### src/rtl/sprite_compositor.sv
// Pipelined N-sprite compositor: hit test and ROM addressing, external ROM read, then priority merge over the background.
// Optional feature macro SPRITE_COLLISION_EN adds per-frame sprite-0 collision flags on collision_mask.
module sprite_compositor #(
  parameter int NUM_SPRITES = 4,
  parameter int SPRITE_W    = 32,
  parameter int SPRITE_H    = 32,
  parameter int COORD_W     = 10,
  parameter int COLOR_W     = 9,
  parameter int ADDR_W      = 10,
  parameter int H_DISPLAY   = 640,
  parameter int V_DISPLAY   = 480,
  parameter int TRANSPARENT = 0
) (
  input  logic                           CLK,
  input  logic                           RST,
  input  logic [COORD_W-1:0]             h_count,
  input  logic [COORD_W-1:0]             v_count,
  input  logic                           frame_start,
  input  logic [COLOR_W-1:0]             bg_color,
  input  logic [NUM_SPRITES*COORD_W-1:0] sprite_x,
  input  logic [NUM_SPRITES*COORD_W-1:0] sprite_y,
  input  logic [NUM_SPRITES-1:0]         sprite_en,
  input  logic [NUM_SPRITES-1:0]         sprite_mirror,
  output logic [NUM_SPRITES*ADDR_W-1:0]  rom_addr,
  input  logic [NUM_SPRITES*COLOR_W-1:0] rom_data,
  output logic [COLOR_W-1:0]             pixel,
  output logic                           pixel_de
`ifdef SPRITE_COLLISION_EN
  ,
  output logic [NUM_SPRITES-1:0]         collision_mask
`endif
);

  localparam logic [COORD_W:0] H_LIM   = (COORD_W+1)'(H_DISPLAY);
  localparam logic [COORD_W:0] V_LIM   = (COORD_W+1)'(V_DISPLAY);
  localparam logic [COLOR_W-1:0] T_KEY = COLOR_W'(TRANSPARENT);

  logic                          active0;
  logic [NUM_SPRITES-1:0]        hit0;
  logic [NUM_SPRITES*ADDR_W-1:0] addr0;

  logic                          s1_active, s2_active;
  logic [NUM_SPRITES-1:0]        s1_hit, s2_hit;
  logic [COLOR_W-1:0]            s1_bg, s2_bg;

  logic [NUM_SPRITES-1:0]        opaque;
  logic [COLOR_W-1:0]            merged;

  assign active0 = ({1'b0, h_count} < H_LIM) && ({1'b0, v_count} < V_LIM);

  // Edge sums are one bit wider than the coordinates so sprites near the top of the range never wrap.
  for (genvar g = 0; g < NUM_SPRITES; g++) begin : g_sprite
    logic [COORD_W-1:0] sx, sy, dx, dy, dx_eff;
    logic [COORD_W:0]   x_end, y_end;
    logic               in_x, in_y;

    assign sx     = sprite_x[g*COORD_W +: COORD_W];
    assign sy     = sprite_y[g*COORD_W +: COORD_W];
    assign x_end  = {1'b0, sx} + (COORD_W+1)'(SPRITE_W);
    assign y_end  = {1'b0, sy} + (COORD_W+1)'(SPRITE_H);
    assign in_x   = (h_count >= sx) && ({1'b0, h_count} < x_end);
    assign in_y   = (v_count >= sy) && ({1'b0, v_count} < y_end);
    assign dx     = h_count - sx;
    assign dy     = v_count - sy;
    assign dx_eff = sprite_mirror[g] ? (COORD_W'(SPRITE_W - 1) - dx) : dx;

    assign hit0[g] = active0 && sprite_en[g] && in_x && in_y;
    assign addr0[g*ADDR_W +: ADDR_W] = hit0[g] ?
        (ADDR_W'(dy) * ADDR_W'(SPRITE_W) + ADDR_W'(dx_eff)) : '0;

    assign opaque[g] = s2_hit[g] && (rom_data[g*COLOR_W +: COLOR_W] != T_KEY);
  end

  // Walk from lowest to highest priority so the lowest opaque index is the last writer.
  // NOTE: every always_comb output gets a default first, otherwise a latch is inferred.
  always_comb begin
    merged = s2_bg;
    for (int i = NUM_SPRITES - 1; i >= 0; i--) begin
      if (opaque[i]) merged = rom_data[i*COLOR_W +: COLOR_W];
    end
  end

  // NOTE: sequential state uses non-blocking assignments so each stage samples the previous stage's old value.
  always_ff @(posedge CLK or posedge RST) begin
    if (RST) begin
      s1_active <= 1'b0;
      s1_hit    <= '0;
      s1_bg     <= '0;
      rom_addr  <= '0;
      s2_active <= 1'b0;
      s2_hit    <= '0;
      s2_bg     <= '0;
      pixel     <= '0;
      pixel_de  <= 1'b0;
    end else begin
      s1_active <= active0;
      s1_hit    <= hit0;
      s1_bg     <= bg_color;
      rom_addr  <= addr0;
      s2_active <= s1_active;
      s2_hit    <= s1_hit;
      s2_bg     <= s1_bg;
      pixel     <= s2_active ? merged : '0;
      pixel_de  <= s2_active;
    end
  end

`ifdef SPRITE_COLLISION_EN
  logic [NUM_SPRITES-1:0] coll_now, coll_acc;

  always_comb begin
    coll_now = '0;
    for (int k = 1; k < NUM_SPRITES; k++) coll_now[k] = opaque[0] & opaque[k];
  end

  // A collision seen on the frame_start cycle belongs to the frame that is starting.
  always_ff @(posedge CLK or posedge RST) begin
    if (RST) begin
      coll_acc       <= '0;
      collision_mask <= '0;
    end else if (frame_start) begin
      collision_mask <= coll_acc;
      coll_acc       <= coll_now;
    end else begin
      coll_acc       <= coll_acc | coll_now;
    end
  end
`else
  logic unused_frame_start;
  assign unused_frame_start = frame_start;
`endif

endmodule

### config.mk
export PLATFORM = sky130hd
export DESIGN_NAME = sprite_compositor
export DESIGN_NICKNAME = d
export VERILOG_FILES = /design/src/rtl/sprite_compositor.sv
export SDC_FILE = /design/constraint.sdc
export NUM_CORES = 1
export LEC_CHECK = 0
export CAP_MARGIN = 25
export CORE_MARGIN = 2
export CORE_UTILIZATION = 30
export DETAILED_ROUTE_END_ITERATION = 12
export GPL_ROUTABILITY_DRIVEN = 0
export GPL_TIMING_DRIVEN = 0
export PLACE_DENSITY_LB_ADDON = 0.2
export REMOVE_ABC_BUFFERS = 1
export SYNTH_ARGS = -nofsm -noshare
export SYNTH_HDL_FRONTEND = slang
export SYNTH_SLANG_ARGS = --single-unit
### constraint.sdc
create_clock -name CLK -period 6.9 [get_ports CLK]
set_input_delay 0.69 -clock CLK [delete_from_list [all_inputs] [get_ports CLK]]
set_output_delay 0.69 -clock CLK [all_outputs]
set_load 0.02 [all_outputs]
# Word level (Yosys, flattened, before mapping)

Cells that the tools add are included.

$add $sub $neg: 24
Multiply operators: 0
Div/mod/pow operators: 0
$lt $le $gt $ge: 18
Equality and inequality tests: 0
Shifts and indexed selects: 0
Multiplexer cells: 13
Bitwise logic cells: 0
Reductions and logical operators: 29

Operator list:

| operator              | count |
|---|---|
| $add 10x6->11 const B | 8 |
| $lt 10x11->1          | 8 |
| $ge 10x10->1          | 8 |
| $mux 10               | 8 |
| $mux 9                | 5 |
| $add 10x10->10        | 4 |
| $sub 10x10->10        | 4 |
| $sub 5x10->10 const A | 4 |
| $reduce_bool 9->1     | 4 |
| $logic_and 1x1->1     | 25 |
| $sub 5x5->5           | 4 |
| $lt 10x10->1 const B  | 1 |
| $lt 10x9->1 const B   | 1 |

Bits in registers: 78
Latch bits: 0
Bits in writable memories: 0
Memory bits (read-only): 0
Output and inout bits: 50
Logic and storage cells: 93
Memories kept: 0

# Depth between registers and ports, before layout

Word-level depth: 7
Mapped depth: 18
Mapped depth without buffers: 18

# Least setup slack after synthesis

No wires, ideal clock.

Kind: input -> register
From: input port h_count[0]
To: register rom_addr[9]
Library setup time: 0.132 ns
Arrival: 4.027 ns
Required time: 6.768 ns
Slack: 2.741 ns
Stages on the path: 17
Path through: inv_1 -> ha_1 -> inv_1 -> fa_1 -> a211o_1 -> o211ai_1 -> or4b_1 -> o311a_1 -> xnor2_1 -> fa_1 -> a21o_1 -> a21oi_1 -> xnor2_1 -> xnor2_1 -> xnor2_1 -> xnor2_1 -> nor2_1

Longest elaborated chain between the ends: 6
Elaborated cells on any way between the ends: 13

RTL lines:

| what                                                   | RTL line | source |
|---|---|---|
| start: declaration                                     | 16       | `input logic [COORD_W-1:0] h_count,` |
| branches (longest 5 deep; another with $sub 10x10->10) | -        |  |
| $mux 10 (*)                                            | 68       | `assign addr0[g*ADDR_W +: ADDR_W] = hit0[g] ?` |
| named net addr0[9]                                     | 40       | `logic [NUM_SPRITES*ADDR_W-1:0] addr0;` |
| end signal: assignment                                 | 99       | `rom_addr <= addr0;` |
| end: declaration                                       | 24       | `output logic [NUM_SPRITES*ADDR_W-1:0] rom_addr,` |

Mark *: on every way through the listed nets, which the timed path passes.

# Worst setup path in the final report

From: input port h_count[0]
To: register rom_addr[39]

Same word-level chain as after synthesis.

==> flow_summary.toml <==
[sta]
layout_min_cycle_time_ps = 4760
maxSlewViolCount = 0
slew_headroom = 0.444
period_share = 0.690
finalSetupViolations = 0
clock_skew_ps = 2.13
finalHoldViolCount = 0
rsz0062_at_grt = "false"
worst_pin_slew_ps = 825
fmax_mhz = 210
tns_ps = 0

[die]
num_rows = 62
pin_count = 206
die_y_microns = 174
chipWidth_microns = 174
core_area_sq_mm = 0.0286
start_util = 0.304
dieArea_sq_mm = 0.0304

[routing]
dr.pass1.iters = 4
avgViaCountPerCell = 4.98
drt_iter0_markers = 300
num_vias = 8012
ant_nets = 0
drc_errors = 0
totalWireLength_microns = 26100
routedWlPerCell_microns = 16.2

[finish]
fillers = 2870
syn2layout_area_growth_pct = 32.1
multi_input_area_sq_mm = 0.00620
final-seq-area_sq_mm = 0.00195
fin_nets = 1530
drive_gt1_frac = 0.0286

[clocking]
cts_root_buf = "clkbuf_16"
clkTransAtPathRegs_ps = 70
cts_tree = "built"
cts_max_level = 3
clk-insertion-delay-late_ps = 340
cts-resized-gates = 0
cts_setup_buffers = 0
cts_sinks = 78
cts_buffers = 9
clockBufferDepth = 2
hold_buffers = 0

[pwr]
finalPower_mw = 1.86
p_sw_uw = 675
p_int_mw = 1.18
power_frac_seq = 0.255
powerDensity_mw_per_mm2 = 162
power.leakage_nw = 5.24
vdd_drop_max_uv = 106
swShare = 0.363
p_clk_frac = 0.264
p_comb_frac = 0.481

[global_routing]
first_global_vias = 7985
grt_pass1_wl_microns = 41000
grt_max_degree = 61
globalRouteTotalUtil = 0.171
grt_antenna_before_repair = 4
grt_overflow = 0

[yosys]
ys_seq_area_frac = 0.224
ys_types = 68
ys_async_sr_fraction = 1.00
synth_area_sq_mm = 0.00870
synth_edf_count = 0
avgSynthCellArea_sq_um = 8.50
syn_inst = 1024
synth_seq_cells = 78
ys_warn_count = 0
ys.flop_type = "dfrtp_1"

[critical_path]
cp.required_ps = 7110
end_kind = "register"
crit_top_cell = "xnor2_1"
cp_max_fo = 8
reg2reg_slack_ps = 5270
slowest_delay_ps = 640
start_kind = "input port"
crit_chain = "clkdlybuf4s50_1 -> inv_1 -> ha_1 -> inv_1 -> fa_1 -> nand3_1 -> nand2_1 -> or4b_2 -> nand4bb_1 -> o21ai_0 -> xnor2_1 -> ha_1 -> a21o_1 -> a21oi_1 -> xnor2_1 -> xnor2_1 -> xnor2_1 -> xnor2_1 -> nor2_1"
arrival_ps = 4970
worst_path_max_delay_cell = "or4b_2"
critPathKind = "in2reg"

[status]
status = "finished clean"

[placement]
dp_hpwl_microns = 21000
portBuffers = 204

[worst_hold_path]
worstHoldPathType = "reg2reg"

[run]
max_cap_violations = 0
worst paths after layout:
check                                 from  cells past startpoint            to
worst min-delay path              s1_bg[3]                      0      s2_bg[3]
worst max-delay path            h_count[0]                     19  rom_addr[39]
worst min register to register    s1_bg[3]                      0      s2_bg[3]
min in group asynchronous              RST                      2  rom_addr[12]
max in group asynchronous              RST                      3  rom_addr[21]
worst max register to register   s2_hit[1]                      5      pixel[0]
cells in the mapped netlist, types with 4 or more instances:
master / count / area, sq um
a41oi_1: 6 / 52.6
a2111oi_0: 11 / 96.3
nand3_1: 30 / 150
nor2b_1: 18 / 113
dfrtp_1: 78 / 1950
a211o_1: 4 / 35.0
a21oi_1: 68 / 340
and3_1: 9 / 56.3
nor3_1: 22 / 110
xnor2_1: 79 / 692
o31ai_1: 6 / 45.0
o21bai_1: 6 / 45.0
nor3b_1: 7 / 52.6
a31oi_1: 14 / 87.6
o2111ai_1: 6 / 52.6
nand2b_1: 11 / 68.8
o21ai_0: 49 / 245
ha_1: 144 / 1800
nor2_1: 89 / 334
xor2_1: 24 / 210
nand4_1: 10 / 62.6
nand2_1: 28 / 105
a211oi_1: 17 / 128
a21o_1: 29 / 218
nand3b_1: 6 / 45.0
nor4_1: 10 / 62.6
a311oi_1: 7 / 61.3
a21oi_2: 5 / 43.8
o21a_1: 9 / 67.6
a22oi_1: 4 / 30.0
mux2i_1: 5 / 50.1
clkbuf_1: 22 / 82.6
fa_1: 12 / 240
inv_1: 124 / 465
or3_1: 5 / 31.3
final cells by class:
cell class	instances	share of cell area
multi-input cells	798	0.539
repair buffers	207	0.181
flip-flops and latches	78	0.170
well taps	384	0.0418
inverters	124	0.0407
clock buffers	10	0.0199
clock inverters	6	0.00610
diodes	3	0.000653
metrics by stage:
stage / instances / setup WS [ps] / instance area [sq um] / util / hold slack, ps
floorplan: 1000 / 2740 / 8610 / - / 331
global placement: 1588 / 1760 / 11100 / 0.389 / 333
detailed placement: 1591 / 1700 / 11200 / 0.391 / 336
CTS: 1607 / 2060 / 11500 / 0.401 / 351
global route: 1607 / 1820 / 11500 / 0.401 / 359
finish: 1610 / 2140 / 11500 / 0.401 / 348
cell usage in the layout, fill, tap and decap left out, types with 4 or more instances in the layout:
master	Yosys	routed
mux2i_1	5	5
fa_1	12	12
nor4_1	10	10
nand2_1	28	28
clkbuf_16	0	9
nor3_1	22	22
nand3b_1	6	6
a21oi_2	5	5
o21ai_0	49	49
a22oi_1	4	4
o21bai_1	6	6
a311oi_1	7	7
o21a_1	9	9
o31ai_1	6	6
dfrtp_1	78	78
a2111oi_0	11	11
inv_1	124	123
o2111ai_1	6	6
nor3b_1	7	7
nand3_1	30	30
and3_1	9	9
a211o_1	4	4
xor2_1	24	24
xnor2_1	79	79
a41oi_1	6	6
a211oi_1	17	17
nand4_1	10	10
a31oi_1	14	14
nor2_1	89	89
nor2b_1	18	18
a21oi_1	68	68
nand2b_1	11	11
a21o_1	29	29
ha_1	144	144
clkdlybuf4s50_1	0	204
or3_1	5	5
cells by family (layout without fill, tap and decap cells):
logic type / count (synthesis) / count (layout) / share of synthesized area
multiplexers: 5 / 5 / 0.00575
AND/OR/NAND/NOR: 262 / 262 / 0.154
buffers and inverters: 148 / 347 / 0.0641
flip-flops: 78 / 78 / 0.224
XOR/XNOR: 103 / 103 / 0.104
other: 0 / 3 / 0
adder cells (fa/ha/maj): 156 / 156 / 0.235
AO/OA/AOI/OAI: 272 / 272 / 0.213
worst max-delay path: cells and delay by family:
| kind | cells | cell delay, ps |
|---|---|---|
| and+or+nand+nor | 5 | 1190 |
| AOI/OAI and AO/OA | 3 | 470 |
| xor gates and xnor gates | 5 | 790 |
| buffers and inverters | 3 | 820 |
| adders and majority gates | 3 | 1010 |
power groups by stage:
stage / Clock [mW] / Combinational [mW] / Sequential (mW)
after global placement: 0 / 0.887 / 0.482
after CTS: 0.510 / 0.901 / 0.473
final: 0.491 / 0.894 / 0.473
after floorplan: 0 / 0.619 / 0.488
after detailed placement: 0 / 0.896 / 0.482
after global routing: 0.525 / 1.01 / 0.475
metal layers:
metal  track usage  routed length (microns)
met2         0.279                    11700
met4        0.0431                      388
met5             0                       16
met1         0.232                    12800
met3        0.0322                     1250
state kept, by name, summed over array words and instances (netlist names):
register	count
pixel	9
s1_hit	4
s2_active	1
s1_active	1
pixel_de	1
s1_bg	9
s2_hit	4
s2_bg	9
rom_addr	40
Power figures use the tool's default switching activity.
